`config.mk`:
```
export PLATFORM = sky130hd
export DESIGN_NAME = soc_system_pio_retorno
export DESIGN_NICKNAME = d
export VERILOG_FILES = /design/src/rtl/soc_system_pio_pkg.sv /design/src/rtl/soc_system_pio_sync.sv /design/src/rtl/soc_system_pio_retorno.sv
export SDC_FILE = /design/constraint.sdc
export NUM_CORES = 1
export LEC_CHECK = 0
export BUFFER_PORTS_ARGS = -buffer_cell sky130_fd_sc_hd__buf_4
export CORE_AREA = 2 2 81 83
export DETAILED_ROUTE_END_ITERATION = 12
export DIE_AREA = 0 0 83 85
export PLACE_DENSITY = 0.77
export REMOVE_ABC_BUFFERS = 1
export SYNTH_ARGS = -nofsm -noshare
export SYNTH_HDL_FRONTEND = slang
export SYNTH_SLANG_ARGS = --single-unit
```
`constraint.sdc`:
```
create_clock -name clk -period 1.65 [get_ports clk]
set_clock_uncertainty 0.05 [all_clocks]
set_input_delay 0.33 -clock clk [delete_from_list [all_inputs] [get_ports clk]]
set_output_delay 0.33 -clock clk [all_outputs]
set_load 0.1 [all_outputs]
```
`src/rtl/soc_system_pio_pkg.sv`:
```
// rtl/soc_system_pio_pkg.sv - register map and edge-type encoding shared by the PIO blocks
package soc_system_pio_pkg;

    localparam logic [1:0] PIO_ADDR_DATA    = 2'd0;
    localparam logic [1:0] PIO_ADDR_DIR     = 2'd1;
    localparam logic [1:0] PIO_ADDR_IRQMASK = 2'd2;
    localparam logic [1:0] PIO_ADDR_EDGECAP = 2'd3;

    localparam int EDGE_RISE = 0;
    localparam int EDGE_FALL = 1;
    localparam int EDGE_ANY  = 2;

endpackage

```
`src/rtl/soc_system_pio_sync.sv`:
```
// rtl/soc_system_pio_sync.sv - WIDTH-bit input synchronizer
// PIO_RETORNO_SYNC_EN selects two flops (meta, sync); otherwise a single sync register.
module soc_system_pio_sync #(
    parameter int WIDTH = 15
) (
    input  logic             clk,
    input  logic             reset_n,
    input  logic [WIDTH-1:0] d,
    output logic [WIDTH-1:0] q
);

    logic [WIDTH-1:0] sync_d;
    logic [WIDTH-1:0] sync_q;

`ifdef PIO_RETORNO_SYNC_EN
    logic [WIDTH-1:0] meta_d;
    logic [WIDTH-1:0] meta_q;

    always_comb begin
        meta_d = d;
        sync_d = meta_q;
    end

    always_ff @(posedge clk or negedge reset_n) begin
        if (!reset_n) begin
            meta_q <= '0;
            sync_q <= '0;
        end else begin
            meta_q <= meta_d;
            sync_q <= sync_d;
        end
    end
`else
    always_comb begin
        sync_d = d;
    end

    always_ff @(posedge clk or negedge reset_n) begin
        if (!reset_n) begin
            sync_q <= '0;
        end else begin
            sync_q <= sync_d;
        end
    end
`endif

    assign q = sync_q;

endmodule

```
`src/rtl/soc_system_pio_retorno.sv`:
```
// rtl/soc_system_pio_retorno.sv - status input PIO with sticky edge capture and maskable irq
// Synchronizer depth follows PIO_RETORNO_SYNC_EN (see soc_system_pio_sync).
module soc_system_pio_retorno
    import soc_system_pio_pkg::*;
#(
    parameter int WIDTH     = 15,
    parameter int EDGE_TYPE = 0
) (
    input  logic             clk,
    input  logic             reset_n,
    input  logic [1:0]       address,
    input  logic             chipselect,
    input  logic             write_n,
    input  logic [31:0]      writedata,
    input  logic [WIDTH-1:0] in_port,
    output logic [31:0]      readdata,
    output logic             irq
);

    logic [WIDTH-1:0] sync;
    logic [WIDTH-1:0] edges;
    logic [WIDTH-1:0] rd_mux;
    logic             bus_wr;

    logic [WIDTH-1:0] prev_d,     prev_q;
    logic [WIDTH-1:0] irqmask_d,  irqmask_q;
    logic [WIDTH-1:0] edgecap_d,  edgecap_q;
    logic [31:0]      readdata_d, readdata_q;

    soc_system_pio_sync #(.WIDTH(WIDTH)) u_sync (
        .clk     (clk),
        .reset_n (reset_n),
        .d       (in_port),
        .q       (sync)
    );

    generate
        if (WIDTH < 32) begin : g_wd_unused
            logic wd_unused;
            assign wd_unused = ^writedata[31:WIDTH];
        end
    endgenerate

    assign bus_wr = chipselect && !write_n;

    always_comb begin
        edges = '0;
        case (EDGE_TYPE)
            EDGE_RISE: edges = sync & ~prev_q;
            EDGE_FALL: edges = ~sync & prev_q;
            default:   edges = sync ^ prev_q;
        endcase
    end

    always_comb begin
        prev_d    = sync;
        irqmask_d = irqmask_q;
        edgecap_d = edgecap_q;
        if (bus_wr && address == PIO_ADDR_IRQMASK) begin
            irqmask_d = writedata[WIDTH-1:0];
        end
        if (bus_wr && address == PIO_ADDR_EDGECAP) begin
            edgecap_d = edgecap_q & ~writedata[WIDTH-1:0];
        end
        // A fresh edge overrides a same-cycle clear so no event is lost.
        edgecap_d = edgecap_d | edges;
    end

    always_comb begin
        rd_mux = '0;
        case (address)
            PIO_ADDR_DATA:    rd_mux = sync;
            PIO_ADDR_IRQMASK: rd_mux = irqmask_q;
            PIO_ADDR_EDGECAP: rd_mux = edgecap_q;
            default:          rd_mux = '0;
        endcase
        readdata_d = readdata_q;
        if (chipselect && write_n) begin
            readdata_d             = '0;
            readdata_d[WIDTH-1:0]  = rd_mux;
        end
    end

    always_ff @(posedge clk or negedge reset_n) begin
        if (!reset_n) begin
            prev_q     <= '0;
            irqmask_q  <= '0;
            edgecap_q  <= '0;
            readdata_q <= '0;
        end else begin
            prev_q     <= prev_d;
            irqmask_q  <= irqmask_d;
            edgecap_q  <= edgecap_d;
            readdata_q <= readdata_d;
        end
    end

    assign readdata = readdata_q;
    assign irq      = |(edgecap_q & irqmask_q);

endmodule
```
==> impl_metrics.tcl <==
set metrics [dict create \
    status "finished, violations left" \
    violations "setup timing" \
    setup_viol 1 \
    synth.distinct_cells 22 \
    hp-start "in_port[7]" \
    rsz0062_at_grt "true" \
    synth-seq-cells 75 \
    post-route-period-util 1.24 \
    syn2layout_area_growth_pct 25.0 \
    final_layout_size_suffix_gt1_frac 0.373 \
    n_fill_cell 483 \
    synthFlopType "dfrtp_1" \
    vias 1990 \
    ys_seq_area_frac 0.613 \
    synth-edff-count 0 \
    hold_slack_ps 39.6 \
    first_pass_iters 4 \
    gp_congestion 0.804 \
    critPathCaptureType "output port" \
    core_region_area_sq_mm 0.00620 \
    synth_area_leaders "dfrtp_1 61%, mux2_2 7.4%, buf_4 5.4%, mux2_4 4.9%, a22oi_1 4.7%" \
    postRouteAntennaNets 0 \
    portBuffers 51 \
    insertion_delay_ps 340 \
    cp-start-kind "flip-flop" \
    grt_usage 0.179 \
    max_freq_ghz 0.490 \
    num_rows 29 \
    regArea_sq_mm 0.00188 \
    antenna_cells 0 \
    p_per_area_mw_per_mm2 1330 \
    synthTopCellsByCount "75 x dfrtp_1, 22 x buf_4, 20 x mux2_2" \
    cap_violations 0 \
    clkSlewWorstSetupHoldPaths_ps 70 \
    nNetsFinal 362 \
    leakage_nw 1.83 \
    finalWorstSetupSlack_ps -391 \
    finalCriticalPeriod_ps 2040 \
    vdd_drop_max_uv 823 \
    holdCritPathClass "in -> reg" \
    hpwlAfterDp_mm 4.19 \
    cp-startpoint "edgecap_q[9]" \
    synth_top_cell_by_area "dfrtp_1" \
    final_core_utilization 0.617 \
    root_buffer "clkbuf_8" \
    hold_viol 0 \
    wl_mm 5.78 \
    cp_max_fo 2 \
    htreeDepth 3 \
    total_power_mw 5.10 \
    boundaryPins 86 \
    die_y_um 85 \
    critPathArrivalTime_ps 1660 \
    synth-async-reset-ratio 1.00 \
    fin_cells 391 \
    syn_avg_cell_area_sq_um 12.9 \
    placed_area_sq_mm 0.00357 \
    crit_type "reg -> out" \
    grt_max_degree 29 \
    final_cell_area_sq_mm 0.00383 \
    drt_iter0_drc 78 \
    die_area_sq_mm 0.00706 \
    multi_input_area_sq_um 973 \
    drc 0 \
    clockBufferDepth 2 \
    avgRoutedWirePerCell_um 14.8 \
    grt_pass1_vias 2107 \
    grt-ovfl-total 0 \
    maxSlewViolCount 0 \
    cts_tree "built" \
    die_w_um 83 \
    reg2reg_from "edgecap_q[13]" \
    cts_buffers 9 \
    dp_cells 374 \
    synth_most_common_cell "dfrtp_1" \
    yosysTopAreaCellShare 0.613 \
    antenna_found_initial 0 \
    ys_warn_count 0 \
    initial_core_util 0.494 \
    synthCells 238 \
    cts.sink_count 75 \
    required_ps 1270 \
    grt_first_pass_wirelength_mm 9.87 \
    vias_per_cell 5.09 \
    syn_area_sq_mm 0.00306 \
]
[cells by family (layout without fill, tap and decap cells)]
logic type             Yosys count  in the layout  share of synthesized area
DFF                             75             75                      0.613
AOI/OAI and AO/OA               52             52                      0.123
buffers and inverters           44            104                     0.0890
and+or+nand+nor                 36             36                     0.0515
muxes                           30             30                      0.123
other                            1             17                    0.00122
[worst max-delay path: stages, from the launching register on]
cell	delay [ps]
dfrtp_1	380
a222oi_1	340
and3_1	220
nand4_1	160
buf_8	220
[final cells by class]
type                            count  share of cell area
Inverter                           15              0.0147
Tap cell                           77              0.0252
Sequential cell                    75               0.490
Multi-Input combinational cell    135               0.254
Clock buffer                       11              0.0369
Timing Repair Buffer               73               0.152
Clock inverter                      5              0.0262
[report_power, final]
| group | switching (mW) | internal, mW |
|---|---|---|
| Sequential | 0.127 | 2.04 |
| Combinational | 0.847 | 0.421 |
| Clock | 0.630 | 1.04 |
[metal layers]
metal | share of wire | vias to the layer above | track usage
li1 | - | 937 | -
met1 | 0.45 | 978 | 0.233
met2 | 0.49 | 71 | 0.284
met3 | 0.059 | 4 | 0.0613
met4 | 0.0067 | 0 | 0.0596
met5 | 0 | - | 0
[cell usage in the layout (no fill, tap or decap), drive strengths merged, types with 2 or more instances in the layout]
cell,n
a21oi,15
a22o,16
a22oi,19
buf,72
bufinv,3
clkbuf,11
clkinv,2
conb,17
dfrtp,75
inv,15
mux2,30
nand2,15
nor2,16
[flip-flops by register name, summed over array words and instances (netlist names)]
signal and count:
edgecap_q 15, irqmask_q 15, prev_q 15, readdata 15
u_sync.q 15
[through the flow]
stage	setup TNS, ps	setup slack (ps)
after detailed placement	-37.4	-37.4
final	-391	-391
after floorplan	-473	-473
after CTS	-396	-396
after global routing	-530	-530
after global placement	-31.6	-31.6
[timing repair]
| item | 4_1_cts | 5_1_grt |
|---|---|---|
| resized for setup | 1 | 1 |
| setup buffers | 0 | 0 |
| endpoints found under the hold margin | 26 | 0 |
| hold buffers | 1 | 0 |
| endpoints found under the setup margin | 1 | 1 |
| pin swaps | 0 | 2 |
[worst paths after layout]
kind | to | slack (ps) | cells after the start
setup / recovery | irq | -390 | 4
hold / removal | u_sync.q[7] | 40 | 1
setup reg to reg | readdata[13] | 430 | 4
hold reg to reg | prev_q[9] | 360 | 0
max in group asynchronous | irqmask_q[4] | 690 | 3
min in group asynchronous | readdata[11] | 400 | 2
Note: power is estimated with default switching activity, not from simulation.
